===== config.mk =====
export PLATFORM = sky130hd
export DESIGN_NAME = updown_counter
export DESIGN_NICKNAME = d
export VERILOG_FILES = /design/src/rtl/counter_pkg.sv /design/src/rtl/tick_gen.sv /design/src/rtl/updown_counter.sv
export SDC_FILE = /design/constraint.sdc
export NUM_CORES = 1
export LEC_CHECK = 0
export CAP_MARGIN = 20
export CORE_AREA = 3 3 40 42
export DETAILED_ROUTE_END_ITERATION = 10
export DIE_AREA = 0 0 43 45
export PLACE_DENSITY = 0.68
export SYNTH_ARGS = -nofsm -noshare
export SYNTH_HDL_FRONTEND = slang
export SYNTH_HIERARCHICAL = 1
export SYNTH_SLANG_ARGS = --single-unit

===== constraint.sdc =====
create_clock -name clk -period 1.8 [get_ports clk]
set_input_delay 0.45 -clock clk [delete_from_list [all_inputs] [get_ports clk]]
set_output_delay 0.45 -clock clk [all_outputs]
set_load 0.05 [all_outputs]

===== src/rtl/counter_pkg.sv =====
// counter_pkg: shared helpers for the up/down counter and its prescaler.
//   clog2()        ceil(log2(n)), used to size the prescaler phase register
//   cnt_cfg_ok()   parameter sanity check for updown_counter
//   pre_width()    prescaler register width (never zero)
package counter_pkg;

  localparam int MAX_WIDTH    = 16;
  localparam int MAX_PRESCALE = 65535;

  function automatic int clog2(input int n);
    int r;
    r = 0;
    for (int i = 0; i < 32; i++)
      if ((64'd1 << i) < 64'(n)) r = i + 1;
    return r;
  endfunction

  // A one-cycle prescaler still needs a 1-bit register to keep ports legal.
  function automatic int pre_width(input int prescale);
    return (clog2(prescale) < 1) ? 1 : clog2(prescale);
  endfunction

  function automatic bit cnt_cfg_ok(input int width, input int max_val,
                                    input int prescale);
    return (width >= 1) && (width <= MAX_WIDTH) &&
           (max_val >= 0) && (64'(max_val) < (64'd1 << width)) &&
           (prescale >= 1) && (prescale <= MAX_PRESCALE);
  endfunction

endpackage


===== src/rtl/tick_gen.sv =====
// tick_gen: prescaler producing a step strobe every PRESCALE enabled cycles.
//   clk   in   rising-edge clock
//   rst   in   synchronous active-high reset, clears the phase
//   en    in   advances the phase; low holds it
//   clr   in   clears the phase (parallel load in the parent)
//   tick  out  combinational: en && phase == PRESCALE-1
module tick_gen
  import counter_pkg::*;
#(
  parameter int PRESCALE = 1
) (
  input  logic clk,
  input  logic rst,
  input  logic en,
  input  logic clr,
  output logic tick
);

  localparam int PW = pre_width(PRESCALE);
  localparam logic [PW-1:0] LAST = PW'(PRESCALE - 1);

  logic [PW-1:0] pre;

  assign tick = en && (pre == LAST);

  always_ff @(posedge clk) begin
    if (rst) begin
      pre <= '0;
    end else if (clr) begin
      pre <= '0;
    end else if (en) begin
      if (pre == LAST) pre <= '0;
      else             pre <= pre + PW'(1);
    end
  end

endmodule


===== src/rtl/updown_counter.sv =====
// updown_counter: parametrised up/down counter with prescaler, load,
// wrap/saturate mode and a wrap pulse for cascading.
//   clk       in   rising-edge clock
//   rst       in   synchronous active-high reset
//   en        in   count enable (also gates the prescaler)
//   up        in   1 = increment, 0 = decrement
//   sat       in   1 = saturate at limits, 0 = wrap
//   load      in   parallel load strobe (wins over a step)
//   load_val  in   value to load, clamped to MAX_VAL
//   count     out  registered count
//   wrap      out  registered one-cycle pulse on a wrapping step
//   at_limit  out  combinational: count sits at the limit for direction up
module updown_counter
  import counter_pkg::*;
#(
  parameter int WIDTH    = 4,
  parameter int MAX_VAL  = (1 << WIDTH) - 1,
  parameter int PRESCALE = 1
) (
  input  logic             clk,
  input  logic             rst,
  input  logic             en,
  input  logic             up,
  input  logic             sat,
  input  logic             load,
  input  logic [WIDTH-1:0] load_val,
  output logic [WIDTH-1:0] count,
  output logic             wrap,
  output logic             at_limit
);

  localparam bit CFG_OK = cnt_cfg_ok(WIDTH, MAX_VAL, PRESCALE);

  generate
    if (!CFG_OK) begin : g_bad_cfg
      $error("updown_counter: bad WIDTH/MAX_VAL/PRESCALE");
    end
  endgenerate

  localparam logic [WIDTH-1:0] MV = WIDTH'(MAX_VAL);

  logic             tick;
  logic             at_max, at_zero;
  logic [WIDTH-1:0] load_clamped;
  logic [WIDTH-1:0] count_step;
  logic             wrap_step;

  tick_gen #(.PRESCALE(PRESCALE)) u_tick (
    .clk  (clk),
    .rst  (rst),
    .en   (en),
    .clr  (load),
    .tick (tick)
  );

  assign at_max   = (count == MV);
  assign at_zero  = (count == '0);
  assign at_limit = (up && at_max) || (!up && at_zero);

  assign load_clamped = (load_val > MV) ? MV : load_val;

  // Limit is tested before +/-1, so the adder never needs a carry bit.
  always_comb begin
    count_step = count;
    wrap_step  = 1'b0;
    if (up) begin
      if (!at_max)   count_step = count + WIDTH'(1);
      else if (!sat) begin
        count_step = '0;
        wrap_step  = 1'b1;
      end
    end else begin
      if (!at_zero)  count_step = count - WIDTH'(1);
      else if (!sat) begin
        count_step = MV;
        wrap_step  = 1'b1;
      end
    end
  end

  always_ff @(posedge clk) begin
    if (rst) begin
      count <= '0;
      wrap  <= 1'b0;
    end else if (load) begin
      count <= load_clamped;
      wrap  <= 1'b0;
    end else if (tick) begin
      count <= count_step;
      wrap  <= wrap_step;
    end else begin
      wrap  <= 1'b0;
    end
  end

endmodule


==> metrics.txt <==
drt total wl=1100 microns; PortBufs=15; Starting Density=30.1%; actual slew at the worst max-slew pin=243 ps; post-route ant nets=0; Tcrit/Tclk final=107%; Overflow after GRT=0; Critical Path Source=count[1]$_SDFFE_PP0P_; Synth Warn #=6; die width=43 microns; mapped cell area=387 sq um; antenna diode count=0; Mapped Nets=59; Worst Hold Depth=3; Post-synth top cells=inv_1, dfxtp_1, a21oi_1, nand2_1; CP Class=flip-flop to primary output; DR pass1 iterations=4; GPL Wtd Cong=0.717; Ports=16; wl on met1=457 microns; die height=45 microns; Mapped Cells=47; main flop type after synthesis=dfxtp_1; drc violations=0; R2R depth=8; ys async rst share=0%; Yosys cell types=26; failing checks=negative setup slack; largest net degree at the start of global routing=8; FMAX=0.518 GHz; Total GRT Usage=12.7%; Worst-Skew Late Latency=240 ps; CP startpoint kind=flip-flop; clock root cell=clkbuf_4; initial DRC count=7; # fillers=119; Power, Total=0.461 mW; mean post-synth cell area=8.23 sq um; core outline area=1280 sq um; hold buffers post-CTS=0; final hold violations=0; initial antenna violation count=0; most frequent cell after synthesis=inv_1; RR Startpoint=count[1]$_SDFFE_PP0P_; Max clock buf depth=2; top cell type's share of synthesized area=25.9%; critical hold path startpoint=count[2]$_SDFFE_PP0P_; first-pass GRT wire length=1810 microns; Via density=5.11; vias in the first global route=441; clock sink count=5; Cell Rows=13; H-tree depth=1; Synth area leaders=dfxtp_1, ha_1, inv_1; RSZ-0062 raised after global routing=true; nets=88; Reg clk slew, reported paths=40 ps; final instance area=693 sq um; met2 WL=550 microns; Worst Path Required=1350 ps; fin worst setup slack=-131 ps; fin. max-slew vios=0; CP endpoint kind=primary output; placed wire-length estimate=844 microns; Hold Slack=703 ps; via count of the routed design=460; Hold/Removal Path Class=flip-flop to flip-flop; Synth area leader=dfxtp_1; register area share after synthesis=25.9%; Peak VDD IR=289 uV; EDFF count, synth=0; synth-to-layout area growth=79.3%; LEAKAGE=0.301 nW; Max FO, Critical Path=2; R2R setup slack=-110 ps; pre-CTS WS=-366 ps; # setup viols final=4; power density over the cells=666 nW/um^2; share of cells above drive strength 1=45.3%; CP Data Arrival Time=1480 ps; status=finished with violations; met3 WL=87 microns; final core occ=53.9%; max_cap viols=0; Fin Clk Skew=2.36 ps; worst relative slew slack=83.7%; minimum clock period=1930 ps; CTS tree=done; Yosys reg bits=5; r2r endpoint=count[0]$_SDFFE_PP0P_; die area=1940 sq um; Hold Path End=count[2]$_SDFFE_PP0P_; Placement Cell Area=622 sq um; DR WL/cell=12.2 microns; Max Used Layer=met3; Num CTS Buffers=3
==> critical path, stage by stage, from the launching register on <==
cell	delay, ps
dfxtp_4	340
inv_4	60
ha_4	130
or4b_4	480
nand2_4	90
buf_12	140
==> placed cells by master, fill, tap and decap left out, drive strengths merged <==
cell / n
a221oi: 1
clkbuf: 4
buf: 17
dfxtp: 5
nor3: 2
dlygate4sd2: 1
nor2: 1
and2: 1
o211ai: 2
mux2: 1
o21bai: 1
a2111oi: 1
a21oi: 4
nand4: 2
o21a: 1
ha: 2
clkdlybuf4s50: 8
o21ai: 2
inv: 6
nand2: 4
nand3: 2
a41oi: 1
or4b: 1
o31a: 1
a21bo: 1
xnor2: 2
and4b: 1
==> timing repair <==
action,in CTS,in global routing
resized for setup,3,2
buffers inserted,4,0
endpoints found under the setup margin,4,5
pin swaps,5,1
==> state kept, by name, summed over array words and instances, names as in the netlist <==
register and flops:
wrap 1, count 4
==> area by class of cell <==
class | instances | area (sq um) | area share [%]
flip-flops and latches | 5 | 110 | 15.9
well taps | 15 | 18.8 | 2.71
repair buffers | 26 | 233 | 33.6
clock buffers | 4 | 26.3 | 3.79
multi-input cells | 34 | 278 | 40.1
inverters | 6 | 27.5 | 3.97
==> per-layer routing <==
| layer | vias up | track usage, % |
|---|---|---|
| met2 | 18 | 21.6 |
| met5 | - | 0 |
| li1 | 228 | - |
| met4 | 0 | 3.61 |
| met1 | 214 | 14.7 |
| met3 | 0 | 5.58 |
==> how the worst max path moves through the flow <==
stage                            endpoint
floorplan           count[0]$_SDFFE_PP0P_
global placement    count[0]$_SDFFE_PP0P_
detailed placement  count[0]$_SDFFE_PP0P_
CTS                              at_limit
global route                     at_limit
finish                           at_limit
==> where the power goes <==
part           internal, mW  switching [mW]  total [mW]
clock network        0.0835          0.0417       0.125
registers             0.121         0.00706       0.128
logic                 0.103           0.105       0.208
==> metrics by stage <==
stage / std cells / setup TNS [ps]
floorplan: 47 / -15.6
global placement: 82 / -1500
detailed placement: 82 / -1560
CTS: 90 / -366
global route: 90 / -671
finish: 90 / -301
==> kinds of logic (layout without fill, tap and decap cells) <==
logic type                 Yosys count  in the layout  synth area share, %
AOI/OAI and AO/OA                   15             15                 29.8
xor gates and xnor gates             2              2                 4.53
adders and majority gates            2              2                 6.47
buffers and inverters                8             36                 8.74
DFF                                  5              5                 25.9
muxes                                1              1                 2.91
and+or+nand+nor                     14             14                 21.7
Note: power is estimated with default switching activity, not from simulation.
